--- src/rtl/lfsr_comparator_if.sv ---
// Signal bundle between the switch inputs, the LFSR opponent core and the
// player-input conditioning logic.
interface lfsr_comparator_if;
   logic [8:0] sw;
   logic [9:0] lfsr;
   logic       agreater;

   modport master (output sw, input lfsr, input agreater);
   modport slave  (input sw, output lfsr, output agreater);
endinterface

--- src/rtl/lfsr_comparator.sv ---
// Pseudo-random opponent: free-running 10-bit XNOR LFSR plus an unsigned
// magnitude compare that fires when the switch threshold exceeds the LFSR.
module lfsr_comparator (
   input  logic              clk,
   input  logic              reset,
   lfsr_comparator_if.slave  bus
);
   logic [9:0]  r_lfsr;
   logic        w_fb;
   logic [9:0]  w_a;
   logic [9:0]  w_b;
   logic [10:0] w_gt_pre;
   logic [10:1] w_eq_pre;

   // XNOR taps 10 and 7; all-ones is the lock-up state, never reached from 0.
   assign w_fb = ~(r_lfsr[9] ^ r_lfsr[6]);

   always_ff @(posedge clk or posedge reset) begin
      if (reset) begin
         r_lfsr <= '0;
      end else begin
         r_lfsr <= {r_lfsr[8:0], w_fb};
      end
   end

   assign w_a = {1'b0, bus.sw};
   assign w_b = r_lfsr;

   // Bit-serial compare from the MSB: greater is decided at the first
   // differing bit, provided all higher bits were equal.
   assign w_gt_pre[10] = 1'b0;
   assign w_eq_pre[10] = 1'b1;

   for (genvar i = 9; i >= 0; i--) begin : g_cmp
      assign w_gt_pre[i] = w_gt_pre[i+1] | (w_eq_pre[i+1] & w_a[i] & ~w_b[i]);
      if (i > 0) begin : g_eq
         assign w_eq_pre[i] = w_eq_pre[i+1] & ~(w_a[i] ^ w_b[i]);
      end
   end

   assign bus.lfsr     = r_lfsr;
   assign bus.agreater = w_gt_pre[0];
endmodule

--- src/flat_wrapper.sv ---
// flat-port wrapper written by rule: the top's interface ports become plain ports
module lfsr_comparator_flat 
  (clk, reset, bus_sw, bus_lfsr, bus_agreater);
  lfsr_comparator_if bus_i ();
  input  logic clk;
  input  logic reset;
  input wire logic [$bits(bus_i.sw)-1:0] bus_sw;
  output wire logic [$bits(bus_i.lfsr)-1:0] bus_lfsr;
  output wire logic [$bits(bus_i.agreater)-1:0] bus_agreater;
  assign bus_i.sw = bus_sw;
  assign bus_lfsr = bus_i.lfsr;
  assign bus_agreater = bus_i.agreater;
  lfsr_comparator u_core (.clk(clk), .reset(reset), .bus(bus_i));
endmodule
--- config.mk ---
export PLATFORM = sky130hd
export DESIGN_NAME = lfsr_comparator_flat
export DESIGN_NICKNAME = d
export VERILOG_FILES = /design/src/rtl/lfsr_comparator_if.sv /design/src/rtl/lfsr_comparator.sv /design/src/flat_wrapper.sv
export SDC_FILE = /design/constraint.sdc
export NUM_CORES = 1
export LEC_CHECK = 0
export CAP_MARGIN = 15
export CORE_AREA = 2 2 39 41
export DETAILED_ROUTE_END_ITERATION = 8
export DIE_AREA = 0 0 41 43
export HOLD_SLACK_MARGIN = 0.03
export PLACE_DENSITY = 0.66
export SKIP_LAST_GASP = 1
export SYNTH_ARGS = -nofsm -noshare
export SYNTH_HDL_FRONTEND = slang
export SYNTH_SLANG_ARGS = --single-unit
export TNS_END_PERCENT = 1
--- constraint.sdc ---
create_clock -name clk -period 1.6 [get_ports clk]
set_clock_uncertainty 0.15 [all_clocks]
set_input_delay 0.32 -clock clk [delete_from_list [all_inputs] [get_ports clk]]
set_output_delay 0.32 -clock clk [all_outputs]
set_load 0.1 [all_outputs]
; ---- Word level (Yosys, flattened, before mapping)
; Index checks and enable logic that the tools add are counted.
[totals]
regBits = 10
out_inout_bits = 11
word_cells = 63
[classes]
bitwise_logic = 62
[op_table]
columns = op, n
row1 = bitwise AND 1 bit, 26
row2 = NOT 1 bit, 19
row3 = XOR 1 bit, 9
row4 = bitwise OR 1 bit, 8

; ---- Depth between registers and ports, before layout
; Gate-level depths: netlist of the first run.
[depth]
depth_word = 13
mapped_depth = 4
depth_no_buf = 4

; ---- Worst setup path before layout of the first run
; No wires, ideal clock.
[synth_path]
path_type = register to output
from = register u_core.r_lfsr[7], in the netlist u_core.bus.lfsr[7]
to = output bus_agreater
t_arrival_ns = 3.831
slack_ns = -2.701
stages_incl_launch_ff = 5
path_cell_list = dfrtp_1 xor2_1 nor4_4 a311oi_1 o32ai_1
[synth_via]
elab_chain_cells = 12
[synth_lines]
columns = item, line_no
row1 = from (decl), lfsr_comparator.sv:8  ; logic [9:0] r_lfsr;
row2 = from (signal assigned), lfsr_comparator.sv:22  ; r_lfsr <= {r_lfsr[8:0], w_fb};
row3 = XOR 1 bit, lfsr_comparator.sv:37  ; assign w_eq_pre[i] = w_eq_pre[i+1] & ~(w_a[i] ^ w_b[i]);
row4 = NOT 1 bit, lfsr_comparator.sv:37
row5 = bitwise AND 1 bit, lfsr_comparator.sv:37
row6 = "bitwise AND 1 bit, on equally long branches (2 in a row)", "lfsr_comparator.sv:35, lfsr_comparator.sv:37"
row7 = "bitwise OR 1 bit, or another cell as far along (4 in a row)", lfsr_comparator.sv:35  ; assign w_gt_pre[i] = w_gt_pre[i+1] | (w_eq_pre[i+1] & w_a[i] & ~w_b[i]);
row8 = bitwise OR 1 bit / bitwise AND 1 bit (equally long branches) (2 in a row), lfsr_comparator.sv:35
row9 = bitwise OR 1 bit *, lfsr_comparator.sv:35
row10 = to (decl), flat_wrapper.sv:9  ; output wire logic [$bits(bus_i.agreater)-1:0] bus_agreater;
; Every way passes the cells marked *; elsewhere a longest branch is shown, timed or not.

; ---- Final worst setup path of the first run
[layout_path]
from = input bus_sw[6]
to = output bus_agreater
[layout_via]
elab_chain_cells = 11
[layout_lines]
columns = item, line_no
row1 = from (decl), flat_wrapper.sv:7  ; input wire logic [$bits(bus_i.sw)-1:0] bus_sw;
row2 = XOR 1 bit, lfsr_comparator.sv:37
row3 = NOT 1 bit, lfsr_comparator.sv:37
row4 = bitwise AND 1 bit, lfsr_comparator.sv:37
row5 = "bitwise AND 1 bit, on equally long branches (2 in a row)", "lfsr_comparator.sv:35, lfsr_comparator.sv:37"
row6 = "bitwise OR 1 bit, or another cell as far along (3 in a row)", lfsr_comparator.sv:35
row7 = bitwise OR 1 bit / bitwise AND 1 bit (equally long branches) (2 in a row), lfsr_comparator.sv:35
row8 = bitwise OR 1 bit *, lfsr_comparator.sv:35
; Marked as above.

==> results of run 1 <==
final timing paths:
check / start / endpoint / slack [ns] / cells past startpoint
max in group asynchronous: reset / u_core.bus.lfsr[8] / 0.84 / 2
max: bus_sw[6] / bus_agreater / -0.70 / 6
min: reset / u_core.bus.lfsr[4] / 0.17 / 2
max reg2reg: u_core.bus.lfsr[6] / u_core.bus.lfsr[0] / 0.58 / 2
min in group clk: u_core.bus.lfsr[1] / u_core.bus.lfsr[2] / 0.36 / 1
min reg2reg: u_core.bus.lfsr[1] / u_core.bus.lfsr[2] / 0.36 / 1
cells by family after synthesis:
group	count (synthesis)	synth area share [%]
XOR/XNOR	3	5.75
AND/OR/NAND/NOR	11	20.5
AO/OA/AOI/OAI	4	7.12
adder cells (fa/ha/maj)	3	6.85
buffers and inverters	6	4.93
flip-flops	10	54.8
worst max-delay path, cell delays in order:
cell and delay, ns:
sky130_fd_sc_hd__clkdlybuf4s50_1 0.42, sky130_fd_sc_hd__nor2b_2 0.18, sky130_fd_sc_hd__nor4_4 0.29, sky130_fd_sc_hd__a311oi_2 0.16
sky130_fd_sc_hd__o32ai_4 0.25, sky130_fd_sc_hd__buf_12 0.21
routing by layer:
metal  part of all wire (%)  up-vias  GRT usage, %  wire length, um
met5                      0        -             0                0
met4                   0.60        0          8.00                6
met3                    8.1        2          6.28               82
met2                     54       19          25.3              542
met1                     37      171          18.1              375
li1                       -      201             -                -
layout make-up:
type / count / area, um2
inverter: 6 / 22.5
tap: 16 / 20.0
multi-input combinational: 21 / 216
fill: 103 / 403
timing repair buffer: 35 / 424
sequential: 10 / 262
clock buffer: 4 / 36.3
metrics by stage:
| step | TNS (ns) | cell area [um2] | utilization, % | worst slack [ns] |
|---|---|---|---|---|
| after global placement | -0.793 | 946 | 68.4 | -0.793 |
| final | -0.696 | 981 | 70.9 | -0.696 |
| after floorplan | -0.953 | 500 | - | -0.953 |
| after CTS | -0.724 | 981 | 70.9 | -0.724 |
| after global routing | -0.784 | 981 | 70.9 | -0.784 |
| after detailed placement | -0.806 | 946 | 68.4 | -0.806 |
power groups by stage:
| stage | Clock, W | Sequential (W) | Combinational [W] |
|---|---|---|---|
| final | 0.000222 | 0.000253 | 0.0000860 |
| after global routing | 0.000239 | 0.000252 | 0.0000928 |
| after CTS | 0.000232 | 0.000253 | 0.0000876 |
| after detailed placement | 0 | 0.000258 | 0.0000886 |
| after global placement | 0 | 0.000258 | 0.0000876 |
| after floorplan | 0 | 0.000258 | 0.0000439 |
timing repair:
item	4_1_cts	5_1_grt
gates resized for setup	1	0
setup endpoints to repair	1	1
pin swaps	2	0
synth_stat cells:
library cell and instances:
sky130_fd_sc_hd__dfrtp_1 10, sky130_fd_sc_hd__inv_1 4, sky130_fd_sc_hd__nor2b_1 3, sky130_fd_sc_hd__clkinv_1 2, sky130_fd_sc_hd__maj3_1 2, sky130_fd_sc_hd__nand2b_1 2
sky130_fd_sc_hd__xor2_1 2, sky130_fd_sc_hd__a21oi_1 1, sky130_fd_sc_hd__a221o_1 1, sky130_fd_sc_hd__a311oi_1 1, sky130_fd_sc_hd__and2b_2 1, sky130_fd_sc_hd__maj3_2 1
sky130_fd_sc_hd__nand3_1 1, sky130_fd_sc_hd__nor2b_2 1, sky130_fd_sc_hd__nor2b_4 1, sky130_fd_sc_hd__nor3_1 1, sky130_fd_sc_hd__nor4_4 1, sky130_fd_sc_hd__o32ai_1 1
sky130_fd_sc_hd__xnor2_1 1
==> run summary, run 1 <==
POWER
--------------------------------------------------------------------------------------------------
Sequential share of power                                                                    45.1%
Leakage                                                                                   0.435 nW
Peak ir drop on the vdd network                                                           0.566 mV
Share of total power consumed by net switching                                               21.7%
Combinational power share                                                                    15.3%
Cell internal power dissipation                                                         0.000439 W
Total power draw                                                                        0.000561 W
PD cells                                                                                572 nW/um2
Sw power                                                                                0.000121 W
Relative contribution of the clock network to total power                                    39.6%

SYNTHESIS
--------------------------------------------------------------------------------------------------
Synth top area share                                                                         54.8%
Sequential share of the synthesized area                                                     54.8%
Number of storage elements in the synthesis netlist                                             10
Post-synthesis cell count                                                                       37
Top post-synthesis cells by area                                                      sky130_fd_sc_hd__dfrtp_1, sky130_fd_sc_hd__nor4_4, sky130_fd_sc_hd__maj3_1, sky130_fd_sc_hd__nor2b_1, sky130_fd_sc_hd__xor2_1
Unique cell type count in the Yosys netlist                                                     19
Most area-hungry cell type in the Yosys netlist                                       sky130_fd_sc_hd__dfrtp_1
Number of warning messages in the yosys log                                                      0
Syn_area_per_cell                                                                         12.3 um2
Net count after synthesis                                                                       48
Netlist area before placement                                                              457 um2

FLOORPLANNING
--------------------------------------------------------------------------------------------------
Core region area                                                                          1380 um2
Area of the die                                                                           1760 um2
Initial cell density of the core                                                             33.0%
Top-level port count                                                                            22
Rows                                                                                            14
Chip height                                                                                  43 um
Die boundary width                                                                           41 um

CLOCK NETWORK
--------------------------------------------------------------------------------------------------
Clock transition time at the flip-flop clock pins of the worst setup and hold paths        0.06 ns
Number of sinks driven by the clock tree                                                        10
Worst-Skew Late Latency                                                                    0.26 ns
Clock tree from TritonCTS                                                                      yes
H-tree level count                                                                               1
Post-CTS Setup Inserts                                                                           0
Inserted Clock Buffers                                                                           3
CTS Buffer Depth                                                                                 2
CTS Hold Bufs                                                                                    0
Buffer type at the clock tree root                                                    sky130_fd_sc_hd__clkbuf_4

CRITICAL PATH
--------------------------------------------------------------------------------------------------
Startpoint type of the worst setup path                                               primary input
Setup Crit Path Kind                                                                  primary input to primary output
Required time at the worst-slack endpoint                                                  1.13 ns
Signal arrival time at the worst endpoint                                                  1.83 ns
Worst setup EP type                                                                   primary output
Maximum fanout along the worst path                                                              2

PLACE
--------------------------------------------------------------------------------------------------
Detailed placement HPWL                                                                     892 um
Number of port buffers                                                                          21
Final weighted congestion in routability-driven placement                                    0.646
Inst Count DP                                                                                   88

ROUTE
--------------------------------------------------------------------------------------------------
DRT Wirelength                                                                             1.01 mm
Count of antenna-violating nets left after detailed routing                                      0
Vias                                                                                           393
Detailed router's first-iteration violation count                                                4
Drt wl/cell                                                                                10.9 um
Pre-Repair DR Iteration Count                                                                    3
DR vias/cell                                                                                  4.27
Post-route DRC                                                                                   0

CELLS AND AREA
--------------------------------------------------------------------------------------------------
Fraction of layout instances using a drive strength above 1                                  52.6%
Post-layout nets                                                                                88
Most common cell after layout, fill and taps aside                                    sky130_fd_sc_hd__buf_4
Number of cells in the finished layout apart from fillers                                       92
Commonest cells after routing, fill and taps aside                                    sky130_fd_sc_hd__buf_4, sky130_fd_sc_hd__buf_12, sky130_fd_sc_hd__clkdlybuf4s50_1, sky130_fd_sc_hd__dfrtp_1, sky130_fd_sc_hd__inv_1
Total inserted antenna cells                                                                     0
Layout overhead on the synthesized area                                                       115%
Flip-flop count of the largest register after layout                                            10

TIMING
--------------------------------------------------------------------------------------------------
Final cycle utilization of the critical path                                                  143%
Slew of the pin with the lowest slew margin                                               0.362 ns
Normalized max-slew margin                                                                   75.8%
Hold violation count in the final report                                                         0
Setup violations, final                                                                          1
Final worst path period need                                                               2.30 ns
Peak clock frequency supported by timing                                                 0.436 GHz
Final Slew Violations                                                                            0
RSZ-0062 raised after global routing                                                          true
Post-route worst hold slack                                                               0.170 ns
Worst setup margin                                                                       -0.696 ns

GLOBAL ROUTING
--------------------------------------------------------------------------------------------------
Overall Global Routing Usage                                                                 16.2%
Via count of the first global-routing pass                                                     447
Number of antenna violations at the first check in global routing                                0
First-pass GRT wire length                                                                 1.81 mm
Leftover overflow at the end of global routing                                                   0
Largest net degree at the start of global routing                                               11

HOLD PATH
--------------------------------------------------------------------------------------------------
Classification of the worst-slack hold path                                           primary input to async pin

OUTCOME
--------------------------------------------------------------------------------------------------
Failing checks                                                                        setup timing
Status                                                                                finished with violations

FLOW RUN
--------------------------------------------------------------------------------------------------
Max Cap Viol                                                                                     0

(Power assumes the default switching activity.)
==> inputs of run 2 (changes only) <==
--- a/config.mk
+++ b/config.mk
@@ -7,6 +7,7 @@
 export LEC_CHECK = 0
 export CAP_MARGIN = 15
 export CORE_AREA = 2 2 39 41
+export CTS_BUF_LIST = sky130_fd_sc_hd__clkbuf_16
 export DETAILED_ROUTE_END_ITERATION = 8
 export DIE_AREA = 0 0 41 43
 export HOLD_SLACK_MARGIN = 0.03
==> constraint.sdc (replaced) <==
create_clock -name clk -period 2.4 [get_ports clk]
set_clock_uncertainty 0.15 [all_clocks]
set_input_delay 0.48 -clock clk [delete_from_list [all_inputs] [get_ports clk]]
set_output_delay 0.48 -clock clk [all_outputs]
set_load 0.1 [all_outputs]
==> run 2 against run 1 <==
Against the previous run:
- the run still ends with setup timing left
- critical path depth shrank 1
- total power shrank 7.1%
- hold slack gained 0.095 ns
- sequential share of layout area grew 4.0 points
- critical path type is now register to primary output
==> run summary, run 2 (synthesized netlist as in run 1, its figures left out) <==
CELLS AND AREA
--------------------------------------------------------------------------------------------------
Total inserted antenna cells                                                                     0
Flip-flop count of the largest register after layout                                            10
Layout Utilization                                                                           61.6%
Post-layout nets                                                                                79
Commonest cells after routing, fill and taps aside                                    sky130_fd_sc_hd__buf_4, sky130_fd_sc_hd__clkdlybuf4s50_1, sky130_fd_sc_hd__dfrtp_1, sky130_fd_sc_hd__inv_1
Layout overhead on the synthesized area                                                      86.6%
Fraction of layout instances using a drive strength above 1                                  47.8%
Most common cell after layout, fill and taps aside                                    sky130_fd_sc_hd__buf_4

POWER
--------------------------------------------------------------------------------------------------
Sw power                                                                                0.000100 W
Share of total power consumed by net switching                                               19.2%
Leakage                                                                                   0.382 nW
Relative contribution of the clock network to total power                                    55.9%
Combinational power share                                                                    11.6%
Peak ir drop on the vdd network                                                           0.472 mV
Sequential share of power                                                                    32.5%
PD cells                                                                                611 nW/um2
Cell internal power dissipation                                                         0.000421 W

FLOORPLANNING
--------------------------------------------------------------------------------------------------
Top-level port count                                                                            22
Core region area                                                                          1380 um2
Rows                                                                                            14
Chip height                                                                                  43 um
Die boundary width                                                                           41 um
Area of the die                                                                           1760 um2
Initial cell density of the core                                                             33.0%

CRITICAL PATH
--------------------------------------------------------------------------------------------------
Critical R2R Launch                                                                   u_core.bus.lfsr[6]
Worst setup EP type                                                                   primary output
Reg-to-reg setup timing slack                                                              1.40 ns
Launch point of the critical path                                                     u_core.bus.lfsr[6]
Setup Crit Path Kind                                                                  register to primary output
Required time at the worst-slack endpoint                                                  1.77 ns
Endpoint of the worst setup timing path                                               bus_agreater
Signal arrival time at the worst endpoint                                                  1.83 ns
Worst flop-to-flop path endpoint                                                      u_core.bus.lfsr[0]
Maximum fanout along the worst path                                                              2
Startpoint type of the worst setup path                                                   register
Number of cells on the worst reg-to-reg path                                                     2

ROUTE
--------------------------------------------------------------------------------------------------
Drt wl/cell                                                                                12.2 um
Vias                                                                                           376
DRT Wirelength                                                                             1.01 mm
Count of antenna-violating nets left after detailed routing                                      0
DR vias/cell                                                                                  4.53
Pre-Repair DR Iteration Count                                                                    2
Detailed router's first-iteration violation count                                                3
Post-route DRC                                                                                   0

TIMING
--------------------------------------------------------------------------------------------------
Hold violation count in the final report                                                         0
Final worst path period need                                                               2.46 ns
Slew of the pin with the lowest slew margin                                               0.371 ns
Peak clock frequency supported by timing                                                 0.407 GHz
Final cycle utilization of the critical path                                                  102%
Total negative setup slack                                                              -0.0587 ns
Worst setup margin                                                                      -0.0587 ns
RSZ-0062 raised after global routing                                                          true
Normalized max-slew margin                                                                   75.3%
Final Slew Violations                                                                            0
Setup violations, final                                                                          1

CLOCK NETWORK
--------------------------------------------------------------------------------------------------
Clock tree from TritonCTS                                                                      yes
Number of sinks driven by the clock tree                                                        10
H-tree level count                                                                               1
Buffer type at the clock tree root                                                    sky130_fd_sc_hd__clkbuf_16
Clock transition time at the flip-flop clock pins of the worst setup and hold paths        0.04 ns
Worst-Skew Late Latency                                                                    0.24 ns
CTS Buffer Depth                                                                                 2
Inserted Clock Buffers                                                                           3
CTS Hold Bufs                                                                                    0

GLOBAL ROUTING
--------------------------------------------------------------------------------------------------
Leftover overflow at the end of global routing                                                   0
Number of antenna violations at the first check in global routing                                0
First-pass GRT wire length                                                                 1.74 mm
Overall Global Routing Usage                                                                 15.3%
Via count of the first global-routing pass                                                     416
Largest net degree at the start of global routing                                               11

OUTCOME
--------------------------------------------------------------------------------------------------
Status                                                                                finished with violations
Failing checks                                                                        setup timing

FLOW RUN
--------------------------------------------------------------------------------------------------
Max Cap Viol                                                                                     0

HOLD PATH
--------------------------------------------------------------------------------------------------
Classification of the worst-slack hold path                                           register to register

PLACE
--------------------------------------------------------------------------------------------------
Final weighted congestion in routability-driven placement                                    0.594
Detailed placement HPWL                                                                     784 um
Number of port buffers                                                                          21

[run 2: worst min-delay path by stage]
stage / start / endpoint / slack [ns] / depth (start not counted)
3_5_place_dp: u_core.bus.lfsr[0] / u_core.bus.lfsr[1] / 0.25 / 0
3_3_place_gp: u_core.bus.lfsr[1] / u_core.bus.lfsr[2] / 0.25 / 0
4_1_cts: u_core.bus.lfsr[4] / u_core.bus.lfsr[5] / 0.26 / 0
6_report: u_core.bus.lfsr[4] / u_core.bus.lfsr[5] / 0.26 / 0
2_1_floorplan: reset / u_core.bus.lfsr[0] / 0.17 / 1
5_1_grt: u_core.bus.lfsr[3] / u_core.bus.lfsr[4] / 0.28 / 0
[run 2: stage by stage]
step           cell area (um2)  cells  power (W)  hold WS, ns  setup WS [ns]
6_report                   852     83   0.000521        0.265        -0.0587
5_1_grt                    852     83   0.000541        0.285         -0.121
4_1_cts                    852     83   0.000530        0.264        -0.0740
3_5_place_dp               746     78   0.000231        0.250         -0.334
3_3_place_gp               746     78   0.000230        0.253         -0.308
2_1_floorplan              500     37   0.000201        0.170         -0.313
[run 2: metal layers]
layer / share of wire [%] / vias to the layer above / wire, um / global-route usage, %
li1: - / 180 / - / -
met1: 40 / 177 / 399 / 18.7
met2: 51 / 19 / 514 / 22.2
met3: 9.4 / 0 / 95 / 6.28
met4: 0 / 0 / 0 / 8.00
met5: 0 / - / 0 / 0
[run 2: cell type report]
class | count | area, um2
fill | 123 | 532
sequential | 10 | 262
multi-input combinational | 21 | 238
timing repair buffer | 26 | 231
clock buffer | 3 | 75.1
inverter | 6 | 22.5
tap | 16 | 20.0
clock inverter | 1 | 3.75
[run 2: what timing repair did]
item / CTS / global route
gates resized for setup: 9 / 0
setup buffers: 1 / 0
setup endpoints to repair: 1 / 1
pin swaps: 4 / 0
[run 2: power groups by stage]
stage / clock network [W] / registers, W / logic [W]
floorplan: 0 / 0.000172 / 0.0000293
global placement: 0 / 0.000172 / 0.0000585
detailed placement: 0 / 0.000172 / 0.0000592
CTS: 0.000300 / 0.000169 / 0.0000612
global route: 0.000307 / 0.000169 / 0.0000646
finish: 0.000291 / 0.000169 / 0.0000603
[run 2: worst max-delay path, cell delays in order (launching register included)]
cell	delay, ns
sky130_fd_sc_hd__dfrtp_4	0.46
sky130_fd_sc_hd__and2b_2	0.21
sky130_fd_sc_hd__nor4_4	0.29
sky130_fd_sc_hd__a311oi_4	0.16
sky130_fd_sc_hd__o32ai_4	0.26
sky130_fd_sc_hd__buf_12	0.21
==> inputs of run 3 (changes only) <==
--- a/config.mk
+++ b/config.mk
@@ -11,6 +11,7 @@
 export DETAILED_ROUTE_END_ITERATION = 8
 export DIE_AREA = 0 0 41 43
 export HOLD_SLACK_MARGIN = 0.03
+export MAX_ROUTING_LAYER = met4
 export PLACE_DENSITY = 0.66
 export SKIP_LAST_GASP = 1
 export SYNTH_ARGS = -nofsm -noshare
==> run 3 against run 2 <==
Against the previous run:
- the flow still finishes with violations (setup timing)
- core utilization stayed put
- combinational power hardly changed
- via count stayed put
- hold slack hardly changed
- highest routed layer unchanged
- largest power group unchanged
- critical path type unchanged
==> run summary, run 3 (synthesized netlist as in run 1, its figures left out) <==
CELLS AND AREA
--------------------------------------------------------------------------------------------------
Most common cell after layout, fill and taps aside                                    sky130_fd_sc_hd__buf_4
Post-layout nets                                                                                79
Sequential cell area                                                                       262 um2
Flip-flop count of the largest register after layout                                            10
Number of inserted filler cells in the final layout                                            123
Total inserted antenna cells                                                                     0
Multi-input gate area in the final layout                                                  238 um2
Layout overhead on the synthesized area                                                      86.6%
Commonest cells after routing, fill and taps aside                                    sky130_fd_sc_hd__buf_4, sky130_fd_sc_hd__clkdlybuf4s50_1, sky130_fd_sc_hd__dfrtp_1, sky130_fd_sc_hd__inv_1
Fraction of layout instances using a drive strength above 1                                  47.8%
Post-route design area                                                                     852 um2

OUTCOME
--------------------------------------------------------------------------------------------------
Status                                                                                finished with violations
Failing checks                                                                        setup timing

ROUTE
--------------------------------------------------------------------------------------------------
DR vias/cell                                                                                  4.53
Vias                                                                                           376
Pre-Repair DR Iteration Count                                                                    2
Post-route DRC                                                                                   0
Count of antenna-violating nets left after detailed routing                                      0
Detailed router's first-iteration violation count                                                3
Drt wl/cell                                                                                12.2 um
DRT Wirelength                                                                             1.01 mm

FLOORPLANNING
--------------------------------------------------------------------------------------------------
Rows                                                                                            14
Initial cell density of the core                                                             33.0%
Core region area                                                                          1380 um2
Area of the die                                                                           1760 um2
Die boundary width                                                                           41 um
Top-level port count                                                                            22
Chip height                                                                                  43 um

POWER
--------------------------------------------------------------------------------------------------
Share of total power consumed by net switching                                               19.2%
Sw power                                                                               0.0000999 W
Cell internal power dissipation                                                         0.000421 W
Peak ir drop on the vdd network                                                           0.472 mV
Relative contribution of the clock network to total power                                    55.9%
Sequential share of power                                                                    32.5%
PD cells                                                                                611 nW/um2
Combinational power share                                                                    11.6%
Leakage                                                                                   0.382 nW

GLOBAL ROUTING
--------------------------------------------------------------------------------------------------
First-pass GRT wire length                                                                 1.74 mm
Leftover overflow at the end of global routing                                                   0
Largest net degree at the start of global routing                                               11
Overall Global Routing Usage                                                                 15.7%
Via count of the first global-routing pass                                                     415
Number of antenna violations at the first check in global routing                                0

CRITICAL PATH
--------------------------------------------------------------------------------------------------
Reg-to-reg setup timing slack                                                              1.40 ns
Maximum fanout along the worst path                                                              2
Worst flop-to-flop path endpoint                                                      u_core.bus.lfsr[0]
Startpoint type of the worst setup path                                                   register
Worst setup EP type                                                                   primary output
Signal arrival time at the worst endpoint                                                  1.83 ns
Number of cells on the worst reg-to-reg path                                                     2
Required time at the worst-slack endpoint                                                  1.77 ns
Critical R2R Launch                                                                   u_core.bus.lfsr[6]
Setup Crit Path Kind                                                                  register to primary output

TIMING
--------------------------------------------------------------------------------------------------
Peak clock frequency supported by timing                                                 0.407 GHz
Total negative setup slack                                                              -0.0586 ns
Setup violations, final                                                                          1
Final Slew Violations                                                                            0
RSZ-0062 raised after global routing                                                          true
Worst setup margin                                                                      -0.0586 ns
Final cycle utilization of the critical path                                                  102%
Slew of the pin with the lowest slew margin                                               0.371 ns
Normalized max-slew margin                                                                   75.3%
Post-route worst hold slack                                                               0.265 ns
Final worst path period need                                                               2.46 ns
Hold violation count in the final report                                                         0

CLOCK NETWORK
--------------------------------------------------------------------------------------------------
H-tree level count                                                                               1
Number of sinks driven by the clock tree                                                        10
Buffer type at the clock tree root                                                    sky130_fd_sc_hd__clkbuf_16
Clock tree from TritonCTS                                                                      yes
CTS Hold Bufs                                                                                    0
Worst-Skew Late Latency                                                                    0.24 ns
CTS Buffer Depth                                                                                 2
Inserted Clock Buffers                                                                           3
Clock transition time at the flip-flop clock pins of the worst setup and hold paths        0.04 ns

HOLD PATH
--------------------------------------------------------------------------------------------------
Worst-case hold path end point                                                        u_core.bus.lfsr[5]
Hold path depth                                                                                  0
Min-Delay Startpoint                                                                  u_core.bus.lfsr[4]
Classification of the worst-slack hold path                                           register to register

PLACE
--------------------------------------------------------------------------------------------------
Detailed placement HPWL                                                                     784 um
Final weighted congestion in routability-driven placement                                    0.598
Area after detailed placement                                                              746 um2
Number of port buffers                                                                          21

FLOW RUN
--------------------------------------------------------------------------------------------------
Max Cap Viol                                                                                     0

==> run 3: cell counts in the layout (fill, tap and decap cells not counted) <==
Identical to the previous run, type by type.
==> run 3: worst max-delay path by stage <==
stage                            start           end  slack, ns  depth (start not counted)
finish              u_core.bus.lfsr[6]  bus_agreater      -0.06                          5
CTS                 u_core.bus.lfsr[6]  bus_agreater      -0.07                          5
global route        u_core.bus.lfsr[6]  bus_agreater      -0.12                          5
global placement             bus_sw[7]  bus_agreater      -0.31                          6
floorplan           u_core.bus.lfsr[7]  bus_agreater      -0.31                          4
detailed placement           bus_sw[7]  bus_agreater      -0.33                          6
==> run 3: final cells by class <==
cell class	instances	share of cell area [%]
flip-flops and latches	10	30.7
multi-input cells	21	27.9
repair buffers	26	27.2
clock buffers	3	8.81
inverters	6	2.64
well taps	16	2.35
clock inverters	1	0.441
==> run 3: through the flow <==
stage,std cells,utilization (%),setup slack [ns],total power [W]
6_report,83,61.6,-0.0586,0.000521
5_1_grt,83,61.6,-0.121,0.000541
4_1_cts,83,61.6,-0.0740,0.000530
3_5_place_dp,78,53.9,-0.334,0.000231
3_3_place_gp,78,53.9,-0.308,0.000230
2_1_floorplan,37,-,-0.313,0.000201
==> run 3: worst max-delay path, stage by stage (launching register included) <==
cell and delay (ns):
sky130_fd_sc_hd__dfrtp_4 0.46, sky130_fd_sc_hd__and2b_2 0.21, sky130_fd_sc_hd__nor4_4 0.29, sky130_fd_sc_hd__a311oi_4 0.16
sky130_fd_sc_hd__o32ai_4 0.26, sky130_fd_sc_hd__buf_12 0.21
==> run 3: power by group through the flow <==
stage	logic (W)	registers [W]	clock network [W]
3_5_place_dp	0.0000592	0.000172	0
2_1_floorplan	0.0000293	0.000172	0
6_report	0.0000603	0.000169	0.000291
5_1_grt	0.0000646	0.000169	0.000307
4_1_cts	0.0000612	0.000169	0.000300
3_3_place_gp	0.0000585	0.000172	0
==> run 3: layer usage <==
metal  global-route usage, %  vias to the layer above  share of wire, %
met4                    8.00                        0                 0
met2                    22.2                       19                51
met5                       -                        -                 0
met1                    18.7                      177                40
met3                    6.28                        0               9.5
li1                        -                      180                 -
==> run 3: timing repair <==
| item | in CTS | in global routing |
|---|---|---|
| gates resized for setup | 9 | 0 |
| pin swaps | 4 | 0 |
| setup endpoints to repair | 1 | 1 |
| setup buffers | 1 | 0 |
